==> src/rtl/j1_io_pkg.sv <==
// Shared constants and types for the j1 UART I/O peripheral: register map,
// status bit positions and the TX/RX state machine encodings.
package j1_io_pkg;

  localparam logic [15:0] ADDR_DATA = 16'h1000;
  localparam logic [15:0] ADDR_STAT = 16'h2000;

  localparam int unsigned STAT_TX_FULL    = 0;
  localparam int unsigned STAT_TX_BUSY    = 1;
  localparam int unsigned STAT_RX_VALID   = 2;
  localparam int unsigned STAT_RX_OVERRUN = 3;

  typedef enum logic [1:0] {
    TX_IDLE,
    TX_START,
    TX_DATA,
    TX_STOP
  } tx_state_e;

  typedef enum logic [1:0] {
    RX_IDLE,
    RX_START,
    RX_DATA,
    RX_STOP
  } rx_state_e;

  function automatic logic [31:0] stat_word(input logic rx_overrun,
                                            input logic rx_valid,
                                            input logic tx_busy,
                                            input logic tx_full);
    logic [31:0] w;
    w                  = '0;
    w[STAT_TX_FULL]    = tx_full;
    w[STAT_TX_BUSY]    = tx_busy;
    w[STAT_RX_VALID]   = rx_valid;
    w[STAT_RX_OVERRUN] = rx_overrun;
    return w;
  endfunction

endpackage

==> src/rtl/j1_sync_fifo.sv <==
// Single-clock FIFO with first-word fall-through head; DEPTH must be a power of 2
// so the pointers wrap naturally.
module j1_sync_fifo #(
  parameter int unsigned WIDTH = 8,
  parameter int unsigned DEPTH = 16
) (
  input  logic             clk,
  input  logic             rst,
  input  logic             push,
  input  logic             pop,
  input  logic [WIDTH-1:0] din,
  output logic [WIDTH-1:0] dout,
  output logic             full,
  output logic             empty
);

  localparam int unsigned   AW       = (DEPTH > 1) ? $clog2(DEPTH) : 1;
  localparam int unsigned   CW       = AW + 1;
  localparam logic [CW-1:0] FULL_CNT = CW'(DEPTH);

  logic [WIDTH-1:0] mem_q [DEPTH];
  logic [AW-1:0]    wr_ptr_q, wr_ptr_d;
  logic [AW-1:0]    rd_ptr_q, rd_ptr_d;
  logic [CW-1:0]    count_q, count_d;
  logic             do_push, do_pop;

  assign full  = (count_q == FULL_CNT);
  assign empty = (count_q == '0);
  assign dout  = mem_q[rd_ptr_q];

  // A pop frees a slot on the same edge, so a push against a full FIFO is taken when paired with one.
  assign do_pop  = pop && !empty;
  assign do_push = push && (!full || do_pop);

  always_comb begin
    wr_ptr_d = wr_ptr_q;
    rd_ptr_d = rd_ptr_q;
    count_d  = count_q;
    if (do_push) wr_ptr_d = wr_ptr_q + AW'(1);
    if (do_pop)  rd_ptr_d = rd_ptr_q + AW'(1);
    if (do_push && !do_pop)      count_d = count_q + CW'(1);
    else if (!do_push && do_pop) count_d = count_q - CW'(1);
  end

  always_ff @(posedge clk or posedge rst) begin
    if (rst) begin
      wr_ptr_q <= '0;
      rd_ptr_q <= '0;
      count_q  <= '0;
    end else begin
      wr_ptr_q <= wr_ptr_d;
      rd_ptr_q <= rd_ptr_d;
      count_q  <= count_d;
    end
  end

  always_ff @(posedge clk) begin
    if (do_push) mem_q[wr_ptr_q] <= din;
  end

endmodule

==> src/rtl/j1_io_uart.sv <==
// Memory-mapped UART for the j1 core: DATA/STAT registers, TX FIFO feeding an
// 8N1 transmitter, and a synchronised 8N1 receiver with valid/overrun flags.
module j1_io_uart
  import j1_io_pkg::*;
#(
  parameter int unsigned CLKDIV  = 868,
  parameter int unsigned TXDEPTH = 16
) (
  input  logic        clk,
  input  logic        resetq,
  input  logic [15:0] io_addr,
  input  logic        io_rd,
  input  logic        io_wr,
  input  logic [31:0] io_dout,
  output logic [31:0] io_din,
  output logic        uart_tx,
  input  logic        uart_rx
);

  localparam logic [15:0] DIV_LAST  = 16'(CLKDIV - 1);
  localparam logic [15:0] HALF_LAST = 16'(CLKDIV / 2 - 1);

  logic       sel_data, sel_stat, wr_data, rd_data;
  logic       fifo_full, fifo_empty, tx_pop, tx_busy;
  logic [7:0] fifo_head;
  logic       unused_dout;

  assign sel_data    = (io_addr == ADDR_DATA);
  assign sel_stat    = (io_addr == ADDR_STAT);
  assign wr_data     = io_wr && sel_data;
  assign rd_data     = io_rd && sel_data;
  assign unused_dout = ^io_dout[31:8];

  j1_sync_fifo #(.WIDTH(8), .DEPTH(TXDEPTH)) u_tx_fifo (
    .clk   (clk),
    .rst   (resetq),
    .push  (wr_data),
    .pop   (tx_pop),
    .din   (io_dout[7:0]),
    .dout  (fifo_head),
    .full  (fifo_full),
    .empty (fifo_empty)
  );

  // ---------------- transmitter ----------------
  tx_state_e  tx_state_q, tx_state_d;
  logic [15:0] tx_cnt_q, tx_cnt_d;
  logic [2:0]  tx_bit_q, tx_bit_d;
  logic [7:0]  tx_shift_q, tx_shift_d;
  logic        tx_line_q, tx_line_d;

  assign tx_busy = (tx_state_q != TX_IDLE) || !fifo_empty;
  assign uart_tx = tx_line_q;

  always_comb begin
    tx_state_d = tx_state_q;
    tx_cnt_d   = tx_cnt_q;
    tx_bit_d   = tx_bit_q;
    tx_shift_d = tx_shift_q;
    tx_line_d  = tx_line_q;
    tx_pop     = 1'b0;
    case (tx_state_q)
      TX_IDLE: begin
        tx_line_d = 1'b1;
        if (!fifo_empty) begin
          tx_pop     = 1'b1;
          tx_shift_d = fifo_head;
          tx_cnt_d   = '0;
          tx_state_d = TX_START;
          tx_line_d  = 1'b0;
        end
      end
      TX_START: begin
        if (tx_cnt_q == DIV_LAST) begin
          tx_cnt_d   = '0;
          tx_bit_d   = '0;
          tx_state_d = TX_DATA;
          tx_line_d  = tx_shift_q[0];
        end else begin
          tx_cnt_d = tx_cnt_q + 16'd1;
        end
      end
      TX_DATA: begin
        if (tx_cnt_q == DIV_LAST) begin
          tx_cnt_d = '0;
          if (tx_bit_q == 3'd7) begin
            tx_state_d = TX_STOP;
            tx_line_d  = 1'b1;
          end else begin
            tx_bit_d   = tx_bit_q + 3'd1;
            tx_shift_d = {1'b0, tx_shift_q[7:1]};
            tx_line_d  = tx_shift_q[1];
          end
        end else begin
          tx_cnt_d = tx_cnt_q + 16'd1;
        end
      end
      TX_STOP: begin
        if (tx_cnt_q == DIV_LAST) begin
          tx_cnt_d = '0;
          // Chain straight into the next start bit so queued bytes go out back-to-back.
          if (!fifo_empty) begin
            tx_pop     = 1'b1;
            tx_shift_d = fifo_head;
            tx_state_d = TX_START;
            tx_line_d  = 1'b0;
          end else begin
            tx_state_d = TX_IDLE;
            tx_line_d  = 1'b1;
          end
        end else begin
          tx_cnt_d = tx_cnt_q + 16'd1;
        end
      end
      default: begin
        tx_state_d = TX_IDLE;
        tx_line_d  = 1'b1;
      end
    endcase
  end

  // ---------------- receiver ----------------
  logic        rx_s1_q, rx_s2_q, rx_prev_q;
  rx_state_e   rx_state_q, rx_state_d;
  logic [15:0] rx_cnt_q, rx_cnt_d;
  logic [2:0]  rx_bit_q, rx_bit_d;
  logic [7:0]  rx_shift_q, rx_shift_d;
  logic        rx_done;

  always_comb begin
    rx_state_d = rx_state_q;
    rx_cnt_d   = rx_cnt_q;
    rx_bit_d   = rx_bit_q;
    rx_shift_d = rx_shift_q;
    rx_done    = 1'b0;
    case (rx_state_q)
      RX_IDLE: begin
        if (rx_prev_q && !rx_s2_q) begin
          rx_cnt_d   = '0;
          rx_state_d = RX_START;
        end
      end
      RX_START: begin
        if (rx_cnt_q == HALF_LAST) begin
          rx_cnt_d   = '0;
          rx_bit_d   = '0;
          rx_state_d = rx_s2_q ? RX_IDLE : RX_DATA;
        end else begin
          rx_cnt_d = rx_cnt_q + 16'd1;
        end
      end
      RX_DATA: begin
        if (rx_cnt_q == DIV_LAST) begin
          rx_cnt_d   = '0;
          rx_shift_d = {rx_s2_q, rx_shift_q[7:1]};
          rx_bit_d   = rx_bit_q + 3'd1;
          if (rx_bit_q == 3'd7) rx_state_d = RX_STOP;
        end else begin
          rx_cnt_d = rx_cnt_q + 16'd1;
        end
      end
      RX_STOP: begin
        if (rx_cnt_q == DIV_LAST) begin
          rx_cnt_d   = '0;
          rx_state_d = RX_IDLE;
          rx_done    = rx_s2_q;
        end else begin
          rx_cnt_d = rx_cnt_q + 16'd1;
        end
      end
      default: rx_state_d = RX_IDLE;
    endcase
  end

  // ---------------- register file ----------------
  logic [7:0]  rx_byte_q, rx_byte_d;
  logic        rx_valid_q, rx_valid_d;
  logic        rx_overrun_q, rx_overrun_d;
  logic [31:0] io_din_q, io_din_d;

  assign io_din = io_din_q;

  always_comb begin
    rx_byte_d    = rx_byte_q;
    rx_valid_d   = rx_valid_q;
    rx_overrun_d = rx_overrun_q;
    io_din_d     = io_din_q;
    if (io_rd) begin
      if (sel_data)      io_din_d = {24'b0, rx_byte_q};
      else if (sel_stat) io_din_d = stat_word(rx_overrun_q, rx_valid_q, tx_busy, fifo_full);
      else               io_din_d = '0;
    end
    if (rd_data) begin
      rx_valid_d   = 1'b0;
      rx_overrun_d = 1'b0;
    end
    // A read landing on completion consumes the old byte, so the new one is not an overrun.
    if (rx_done) begin
      rx_byte_d    = rx_shift_q;
      rx_valid_d   = 1'b1;
      rx_overrun_d = rd_data ? 1'b0 : (rx_overrun_q || rx_valid_q);
    end
  end

  always_ff @(posedge clk or posedge resetq) begin
    if (resetq) begin
      tx_state_q   <= TX_IDLE;
      tx_cnt_q     <= '0;
      tx_bit_q     <= '0;
      tx_shift_q   <= '0;
      tx_line_q    <= 1'b1;
      rx_s1_q      <= 1'b1;
      rx_s2_q      <= 1'b1;
      rx_prev_q    <= 1'b1;
      rx_state_q   <= RX_IDLE;
      rx_cnt_q     <= '0;
      rx_bit_q     <= '0;
      rx_shift_q   <= '0;
      rx_byte_q    <= '0;
      rx_valid_q   <= 1'b0;
      rx_overrun_q <= 1'b0;
      io_din_q     <= '0;
    end else begin
      tx_state_q   <= tx_state_d;
      tx_cnt_q     <= tx_cnt_d;
      tx_bit_q     <= tx_bit_d;
      tx_shift_q   <= tx_shift_d;
      tx_line_q    <= tx_line_d;
      rx_s1_q      <= uart_rx;
      rx_s2_q      <= rx_s1_q;
      rx_prev_q    <= rx_s2_q;
      rx_state_q   <= rx_state_d;
      rx_cnt_q     <= rx_cnt_d;
      rx_bit_q     <= rx_bit_d;
      rx_shift_q   <= rx_shift_d;
      rx_byte_q    <= rx_byte_d;
      rx_valid_q   <= rx_valid_d;
      rx_overrun_q <= rx_overrun_d;
      io_din_q     <= io_din_d;
    end
  end

endmodule
==> config.mk <==
export PLATFORM = sky130hd
export DESIGN_NAME = j1_io_uart
export DESIGN_NICKNAME = d
export VERILOG_FILES = /design/src/rtl/j1_io_pkg.sv /design/src/rtl/j1_sync_fifo.sv /design/src/rtl/j1_io_uart.sv
export SDC_FILE = /design/constraint.sdc
export NUM_CORES = 1
export LEC_CHECK = 0
export ABC_AREA = 1
export CAP_MARGIN = 0
export CELL_PAD_IN_SITES_DETAIL_PLACEMENT = 0
export CELL_PAD_IN_SITES_GLOBAL_PLACEMENT = 1
export CORE_MARGIN = 2
export CORE_UTILIZATION = 40
export CTS_CLUSTER_SIZE = 28
export DETAILED_ROUTE_END_ITERATION = 7
export DONT_BUFFER_PORTS = 1
export MAX_ROUTING_LAYER = met4
export PLACE_DENSITY = 0.74
export REMOVE_ABC_BUFFERS = 1
export SYNTH_ARGS = -nofsm -noshare
export SYNTH_HDL_FRONTEND = slang
export SYNTH_SLANG_ARGS = --single-unit
==> constraint.sdc <==
create_clock -name clk -period 4.27 [get_ports clk]
set_input_delay 0.854 -clock clk [delete_from_list [all_inputs] [get_ports clk]]
set_output_delay 0.854 -clock clk [all_outputs]
set_load 0.01 [all_outputs]
# [Word level (Yosys, flattened, before mapping)]
# Memory sizes are Yosys's and may differ from the RTL's.
# Cells that the tools add are included.
[totals] reg_bits=117 mem_bits_ro=0 mem_count=1 out_inout_bits=33 ramBits=128 latch_bits=0 elab_cells=140
[mem_list] name="u_tx_fifo.mem_q" depth=16 width=8 rd=1 rd_ports_with_merged_regs=0 wr=1 line="j1_sync_fifo.sv:21" text="logic [WIDTH-1:0] mem_q [DEPTH];"
[classes] shifts=0 addsub=8 mux=54 order_cmp=0 div_mod_pow=0 multipliers=0 bitwise=0 n_eq_ne=25 n_reduce_logical=33
[ops] op="$mux 16" count=5
[ops] op="$pmux 16 s3" count=1
[ops] op="$mux 8" count=5
[ops] op="$add 16x1->16 const B" count=2
[ops] op="$eq 16x10->1 const B" count=2
[ops] op="$pmux 16 s2" count=1
[ops] op="$pmux 8 s3" count=1
[ops] op="$mux 2" count=11
[ops] op="$ne 2x2->1 const B" count=11
[ops] op="$eq 16x13->1 const B" count=1
[ops] op="$eq 16x14->1 const B" count=1
[ops] op="$eq 16x9->1 const B" count=1
[ops] op="$mux 1" count=16
[ops] op="$pmux 2 s4" count=2
[ops] op="$mux 3" count=5
[ops] op="$pmux 3 s2" count=2
[ops] op="$mux 5" count=2
[ops] op="$reduce_and 5->1" count=2
[ops] op="$reduce_bool 2->1" count=5
[ops] op="$add 4x1->4 const B" count=2
[ops] op="$eq 2x2->1 const B" count=4
[ops] op="$reduce_and 4->1" count=2
[ops] op="$logic_and 1x1->1" count=7
[ops] op="$add 3x1->3 const B" count=2
[ops] op="17 further kinds" count=27

# [Logic depth before layout (Yosys ltp)]
# Gate-level depths: netlist of run 1.
[depth] depth_word=11 mapped_depth=19 depth_no_buf=19

# [By module]
# From an unflattened synthesis of run 1, not the netlist that was laid out.
[unflattened] hier_cells=1216 hier_area_um2=10826.6
[by_module_without_submodules] module="j1_sync_fifo" cells_per_inst=631 area_each_um2=6371.1 seq_area_each_um2=4169.0 instances=1
[by_module_without_submodules] module="j1_io_uart" cells_per_inst=585 area_each_um2=4455.5 seq_area_each_um2=2006.9 instances=1

# [Least setup slack after synthesis of run 1]
# No wires, ideal clock.
[synth_path] kind="input to register" from="input port io_addr[7]" to="register u_tx_fifo.count_q[4]" t_required_ns=4.187 t_arrival_ns=2.794 setup_slack_ns=1.393 path_buffers=0 path_stages=16 path_cell_list="nor2_1 > nand2_1 > nor2_1 > nand3b_2 > nor2_8 > nand2_4 > inv_1 > ha_1 > inv_1 > fa_1 > nand2_1 > nand2_1 > a21oi_1 > xor2_1 > nand2_1 > o21ai_0"
[synth_via] elab_chain_cells=6 word_cells_on_any_way=8 cone_classes="1 x eq/ne; 1 x mux; 6 x reduce/logical"
[synth_lines] element="start, declared" line="j1_io_uart.sv:11" text="input logic [15:0] io_addr,"
[synth_lines] element="$eq 16x13->1 (*)" line="j1_io_uart.sv:28" text="assign sel_data = (io_addr == ADDR_DATA);"
[synth_lines] element="$logic_and 1x1->1 (*)" line="j1_io_uart.sv:30" text="assign wr_data = io_wr && sel_data;"
[synth_lines] element="$logic_and 1x1->1 (*)" line="j1_sync_fifo.sv:33" text="assign do_push = push && (!full || do_pop);"
[synth_lines] element="net u_tx_fifo.do_push" line="j1_sync_fifo.sv:25" text="logic do_push, do_pop;"
[synth_lines] element="$logic_not 1->1" line="j1_sync_fifo.sv:42" text="else if (!do_push && do_pop) count_d = count_q - CW'(1);"
[synth_lines] element="$logic_and 1x1->1" line="j1_sync_fifo.sv:42"
[synth_lines] element="$reduce_bool 2->1 (no line)"
[synth_lines] element="end signal, assigned" line="j1_sync_fifo.sv:53" text="count_q <= count_d;"
[synth_lines] element="end, declared" line="j1_sync_fifo.sv:24" text="logic [CW-1:0] count_q, count_d;"
# The timed path passes the listed nets; every way through them passes the cells marked *.
# A chain may end at the register's enable or synchronous reset.

# [Worst setup path in the final report of run 1]
[layout_path] from="register tx_state_q[1]" to="register u_tx_fifo.count_q[4]"
[layout_via] elab_chain_cells=8 word_cells_on_any_way=12 cone_classes="1 x eq/ne; 2 x mux; 9 x reduce/logical"
[layout_lines] element="start, declared" line="j1_io_uart.sv:46" text="tx_state_e tx_state_q, tx_state_d;"
[layout_lines] element="start signal, assigned" line="j1_io_uart.sv:224" text="tx_state_q <= tx_state_d;"
[layout_lines] element="$eq 2x2->1 or $logic_not 2->1 (tied branches)" line="j1_io_uart.sv:62" text="case (tx_state_q)"
[layout_lines] element="$pmux 1 s2 (*)" line="j1_io_uart.sv:62"
[layout_lines] element="$logic_and 1x1->1 (*)" line="j1_sync_fifo.sv:32" text="assign do_pop = pop && !empty;"
[layout_lines] element="$logic_or 1x1->1 (*)" line="j1_sync_fifo.sv:33"
[layout_lines] element="$logic_and 1x1->1 (*)" line="j1_sync_fifo.sv:33"
[layout_lines] element="net u_tx_fifo.do_push" line="j1_sync_fifo.sv:25"
[layout_lines] element="$logic_not 1->1" line="j1_sync_fifo.sv:42"
[layout_lines] element="$logic_and 1x1->1" line="j1_sync_fifo.sv:42"
[layout_lines] element="$reduce_bool 2->1 (no line)"
# Marks and branches as above.

==> results of run 1 <==
-- worst paths after layout --
path                               start                   end  slack (ns)  cells past startpoint
max                        tx_state_q[1]  u_tx_fifo.count_q[4]        1.37                     18
min                              uart_rx               rx_s1_q        0.33                      0
max reg2reg                tx_state_q[1]  u_tx_fifo.count_q[4]        1.37                     18
min reg2reg                      rx_s1_q               rx_s2_q        0.35                      0
max in group asynchronous         resetq               uart_tx        2.95                      2
min in group asynchronous         resetq  u_tx_fifo.count_q[3]        0.40                      1
-- final cells by class --
class                   instances  area, sq um  share of cell area, %
flip-flops and latches        221         6180                   54.1
multi-input cells             718         3660                   32.1
clock buffers                  35          704                   6.16
well taps                     335          419                   3.67
inverters                     100          379                   3.32
clock inverters                 7         62.6                  0.547
repair buffers                  3         22.5                  0.197
-- critical path: stages (launching register included) --
cell     delay [ns]
dfrtp_1        0.42
inv_1          0.10
ha_1           0.27
inv_1          0.11
nand2_1        0.12
nor2_4         0.17
nand2_4        0.11
nand2_8        0.13
nand2_4        0.07
inv_1          0.06
ha_1           0.17
inv_1          0.10
fa_1           0.39
nand2_1        0.10
nand2_1        0.05
a21oi_1        0.18
xor2_1         0.16
nand2_1        0.06
o21ai_0        0.06
-- power by group through the flow --
stage          sequential (uW)  combinational, uW  clock [uW]
2_1_floorplan             2360                198           0
3_3_place_gp              2370                257           0
3_5_place_dp              2370                256           0
4_1_cts                   2330                257        2070
5_1_grt                   2330                292        2160
6_report                  2330                251        2020
-- placed cells by master, fill, tap and decap left out, types with 4 or more instances in the layout --
cell type / synthesis / layout
dfrtp_1: 89 / 88
nor2_1: 123 / 123
ha_1: 21 / 21
nand2_1: 248 / 248
inv_1: 86 / 85
nand3b_1: 7 / 7
nor2_2: 5 / 5
o211ai_1: 17 / 17
nand3_1: 70 / 70
nor3_1: 5 / 5
xor2_1: 16 / 16
o22ai_1: 16 / 16
nand2_4: 5 / 5
a21oi_1: 27 / 27
nand4_1: 11 / 11
a22o_1: 5 / 5
o21ai_1: 34 / 34
nand3_4: 5 / 5
conb_1: 1 / 24
inv_2: 11 / 11
clkbuf_16: 0 / 26
edfxtp_1: 128 / 128
nand2_2: 5 / 5
dfstp_2: 4 / 4
clkbuf_1: 8 / 7
o21ai_0: 50 / 50
clkinv_2: 1 / 5
-- kinds of logic after synthesis --
group,count (synthesis),synth area share [%]
compound gates,159,8.67
xor+xnor,18,1.51
fa+ha+maj,22,2.71
buf+inv,151,6.61
flops,221,59.1
mux,1,0.0958
other cells,1,0.0359
simple gates,494,21.2
-- per-layer routing --
| metal | GRT usage [%] | vias up |
|---|---|---|
| li1 | - | 3535 |
| met1 | 21.9 | 3325 |
| met2 | 28.3 | 130 |
| met3 | 2.25 | 28 |
| met4 | 4.19 | 0 |
| met5 | - | - |
-- registers in the layout, summed over array words and instances, names as in the netlist, 2 cells and up, named ones only --
register / cells
tx_shift_q: 8
rx_bit_q: 3
u_tx_fifo.count_q: 5
u_tx_fifo.wr_ptr_q: 4
tx_bit_q: 3
rx_byte_q: 8
rx_shift_q: 8
u_tx_fifo.mem_q: 128
rx_cnt_q: 16
tx_state_q: 2
u_tx_fifo.rd_ptr_q: 4
io_din: 8
tx_cnt_q: 16
-- stage by stage --
| stage | util [%] | power [uW] | area [sq um] | worst slack [ns] | hold slack [ns] |
|---|---|---|---|---|---|
| after floorplan | - | 2560 | 10200 | 1.00 | 0.345 |
| after global placement | 41.3 | 2630 | 10700 | 1.00 | 0.346 |
| after detailed placement | 41.3 | 2630 | 10700 | 0.978 | 0.347 |
| after CTS | 44.2 | 4660 | 11400 | 1.34 | 0.302 |
| after global routing | 44.2 | 4780 | 11400 | 1.03 | 0.301 |
| final | 44.2 | 4600 | 11400 | 1.37 | 0.328 |
==> impl_metrics.yaml, run 1 <==
power:
  p_sw_uw: 1040
  peakVddDrop_mv: 0.341
  p_comb_share_pct: 5.5
  switching_share_pct: 22.5
  powerDensity_nw_per_um2: 403
  intPower_uw: 3570
  clockPowerShare_pct: 43.9
  pwr-share-seq_pct: 50.6
  power.leakage_uw: 0.00463
detailed_routing:
  drc: 0
  wl_met2_mm: 10.5
  drtPass1Iterations: 4
  wire_per_inst_um: 15.4
  top_layer: "met4"
  drt-met1-wl_mm: 9.98
  viasPerCell: 4.95
  dr.first_iter.drc_count: 427
  wl_met3_um: 970
  totalWireLength_mm: 21.9
  vias: 7018
  ant_nets: 0
synth:
  avgSynthCellArea_sq_um: 9.79
  ys.flop_type: "edfxtp_1"
  synth-edff-count: 128
  yosysWarnings: 0
  synth_top_area_share_pct: 36.8
  synth_cell_type_count: 48
  synth-seq-area-share_pct: 59.1
  synth_seq_cells: 221
  synth_commonest_cells: "248 x nand2_1, 128 x edfxtp_1, 123 x nor2_1"
  yosysMostFrequentCell: "nand2_1"
  synth.area.top_cells: "edfxtp_1 37%, dfrtp_1 21%, nand2_1 8.9%"
  async_flop_share_pct: 42.1
  yosys.area.top_type: "edfxtp_1"
  syn-cell-area_sq_um: 10400
  synth_cells: 1067
global_routing:
  grt.overflow.total: 0
  grt_max_degree: 74
  grt_pass1_wl_mm: 35.3
  grt_pass1_vias: 6741
  grt_util_all_layers_pct: 16.9
  antenna_found_initial: 0
clocking:
  cts-hold-fix-buffers: 0
  h-tree-depth: 1
  cts_buffers: 25
  cts_resized: 0
  numClockSinks: 221
  clk_pin_slew_ns: 0.06
  postCtsSetupBuffers: 0
  root_buffer: "clkbuf_16"
  cts_tree: "yes"
  clock_latency_ns: 0.53
  clk_path_buf_depth: 3
run_status:
  outcome: "finished, final reports clean"
worst_setup_path:
  cp.required_ns: 4.72
  cp_max_fo: 10
  critPathKind: "reg -> reg"
  endpoint_kind: "register"
  crit_arrival_ns: 3.35
  crit_path_start_kind: "register"
floorplan:
  die_area_sq_um: 27400
  die_w_um: 166
  core_sq_um: 25800
  die_h_um: 166
  start_util_pct: 40.4
  rows: 59
  io_pins: 86
sta:
  rsz0062_at_grt: "false"
  finalHoldViolCount: 0
  setup_viol: 0
  setup_tns_ns: 0
  finalClockSkew_ns: 0.0304
  fin_crit_sh_pct: 68.0
  min_period_ns: 2.90
  tightest_slew_ns: 0.898
  slew_headroom_pct: 40.2
  slew_violations: 0
  max_freq_mhz: 344
place:
  dp_cells: 1377
  portBuffers: 0
  dpl.hpwl_mm: 14.1
  place_congestion: 0.797
final_layout:
  fillers: 2481
  area_growth_pct: 9.43
  fin_cells: 1419
  diodes: 0
  drive_above_1_share_pct: 8.12
  nets: 1144
flow_run:
  maxCapViolCount: 0
worst_hold_path:
  hold_class: "in -> reg"
Power figures use the tool's default switching activity.
==> inputs of run 2 (changes only) <==
- ABC_AREA: 1 -> 0
- PLACE_DENSITY: 0.74 -> 0.71
- clock period: 4.27 -> 2.7 ns (I/O delays scaled with it)
==> impl_metrics.yaml, run 2 <==
run_status:
  outcome: "complete, but fails checks"
  violations: "hold timing, setup timing"
synth:
  yosysWarnings: 0
  synth-edff-count: 128
  yosysMostFrequentCell: "edfxtp_1"
  avgSynthCellArea_sq_um: 13.4
  synth_top_area_share_pct: 38.0
  synth_cell_type_count: 72
  synth.area.top_cells: "edfxtp_1 38%, dfrtp_1 22%, mux4_2 4.2%"
  synth_cells: 753
  async_flop_share_pct: 42.1
  syn-cell-area_sq_um: 10100
  synth_commonest_cells: "128 x edfxtp_1, 89 x dfrtp_1, 61 x nand2_1"
  synth_seq_cells: 221
  yosys.area.top_type: "edfxtp_1"
  synth-seq-area-share_pct: 61.0
  ys.flop_type: "edfxtp_1"
worst_setup_path:
  crit_top_cell: "buf_4"
  r2r-start: "tx_cnt_q[1]"
  cp.required_ns: 3.09
  crit_arrival_ns: 3.37
  crit_buf_inv: 4
  critPathKind: "reg -> reg"
  endpoint_kind: "register"
  crit_path_start_kind: "register"
  crit_family: "compound AO/OA/AOI/OAI gates"
  path_cells: "ha_2, nor4b_4, buf_4, a41oi_2, buf_4, o311ai_4, nand2_2, clkinv_2, ha_4, inv_4, fa_2, a21o_1, a21oi_2, xnor2_1, nor2_1, xor2_1"
  cp_slowest_cell: "dfrtp_1"
  rrSetupSlack_ns: -0.27
  slowest_delay_ns: 0.35
  cp_max_fo: 4
  crit_start: "tx_cnt_q[1]"
sta:
  setup_tns_ns: -0.522
  tightest_slew_ns: 0.752
  min_period_ns: 2.97
  max_freq_mhz: 336
  fin_crit_sh_pct: 110
  finalClockSkew_ns: 0.0194
  rsz0062_at_grt: "true"
  slew_violations: 0
  whs_ns: -0.0237
  finalWorstSetupSlack_ns: -0.273
  setup_viol: 3
  slew_headroom_pct: 49.9
  finalHoldViolCount: 15
final_layout:
  largest_reg_flops: 128
  drive_above_1_share_pct: 25.3
  nets: 918
  area_growth_pct: 20.2
  largest-register: "u_tx_fifo.mem_q"
  final_util_pct: 48.6
  diodes: 0
  design_area_sq_um: 12200
  reg.largest.list: "u_tx_fifo.mem_q (128), rx_cnt_q (16), tx_cnt_q (16)"
  final_common_cell: "edfxtp_1"
  layout_common_cells: "128 x edfxtp_1, 88 x dfrtp_1, 80 x buf_4"
clocking:
  clk_path_buf_depth: 3
  cts_tree: "yes"
  h-tree-depth: 1
  clock_latency_ns: 0.53
  clk_pin_slew_ns: 0.06
  root_buffer: "clkbuf_16"
  numClockSinks: 221
  cts_buffers: 24
worst_hold_path:
  hold_class: "in -> async"
place:
  portBuffers: 0
  dp_slack_ns: -0.544
  place_congestion: 0.753
  dpl_cell_area_sq_um: 11100
  dpl.hpwl_mm: 13.4
detailed_routing:
  drc: 0
  viasPerCell: 5.23
  vias: 6226
  ant_nets: 0
  totalWireLength_mm: 20.0
  wire_per_inst_um: 16.8
  drtPass1Iterations: 5
  dr.first_iter.drc_count: 239
global_routing:
  grt.overflow.total: 0
  grt_pass1_wl_mm: 32.1
  antenna_found_initial: 0
  grt_max_degree: 94
  grt_pass1_vias: 5969
  grt_util_all_layers_pct: 15.6
floorplan:
  io_pins: 86
  die_h_um: 163
  die_area_sq_um: 26600
  start_util_pct: 40.4
  core_sq_um: 25000
  die_w_um: 163
  rows: 58
power:
  finalPower_uw: 7270
  clockPowerShare_pct: 45.6
  peakVddDrop_mv: 0.582
  p_comb_share_pct: 3.3
  powerDensity_nw_per_um2: 598
  intPower_uw: 5660
  switching_share_pct: 22.1
  power.leakage_uw: 0.00488
  pwr-share-seq_pct: 51.0
  p_sw_uw: 1610
flow_run:
  maxCapViolCount: 0
## run 2: logic make-up after synthesis
family                     after synthesis  synth area share, %
DFF                                    221                 61.0
and+or+nand+nor                        193                 10.9
AOI/OAI and AO/OA                      138                 9.73
buffers and inverters                   91                 4.53
muxes                                   71                 9.62
adders and majority gates               22                 2.79
xor gates and xnor gates                16                 1.38
other                                    1               0.0371
## run 2: power groups by stage
stage | sequential [uW] | combinational [uW] | clock (uW)
after floorplan | 3750 | 185 | 0
after global placement | 3780 | 235 | 0
after detailed placement | 3780 | 245 | 0
after CTS | 3710 | 245 | 3400
after global routing | 3720 | 280 | 3540
final | 3710 | 242 | 3320
## run 2: stage by stage
step / cells / hold WS (ns)
global placement: 1137 / 0.346
CTS: 1187 / 0.0169
finish: 1190 / -0.0237
global route: 1190 / 0.0413
floorplan: 720 / 0.345
detailed placement: 1137 / 0.347
## run 2: what timing repair did
item,CTS,global route
hold buffers,1,0
gates cloned,0,0
buffers inserted,6,5
resized for setup,18,20
setup endpoints to repair,16,132
pin swaps,10,5
endpoints found under the hold margin,1,0
## run 2: worst paths after layout
| path | to | depth (start not counted) |
|---|---|---|
| setup / recovery | u_tx_fifo.count_q[4] | 16 |
| hold reg to reg | rx_s2_q | 0 |
| max in group asynchronous | u_tx_fifo.rd_ptr_q[0] | 2 |
| setup reg to reg | u_tx_fifo.count_q[4] | 16 |
| hold / removal | tx_cnt_q[6] | 2 |
| min in group clk | u_tx_fifo.mem_q[10][2] | 0 |
## run 2: final cells by class
cell class / instances / area, sq um
Timing Repair Buffer: 97 / 870
Fill cell: 2161 / 12900
Clock buffer: 24 / 601
Multi-Input combinational cell: 464 / 3740
Tap cell: 330 / 413
Inverter: 35 / 138
Clock inverter: 19 / 220
Sequential cell: 221 / 6180
## run 2: metal layers
layer	wire [um]	part of all wire, %	global-route usage, %
met2	9870	49	25.7
met3	616	3.1	2.44
met5	0	0	-
met1	9080	45	20.6
met4	388	1.9	3.58
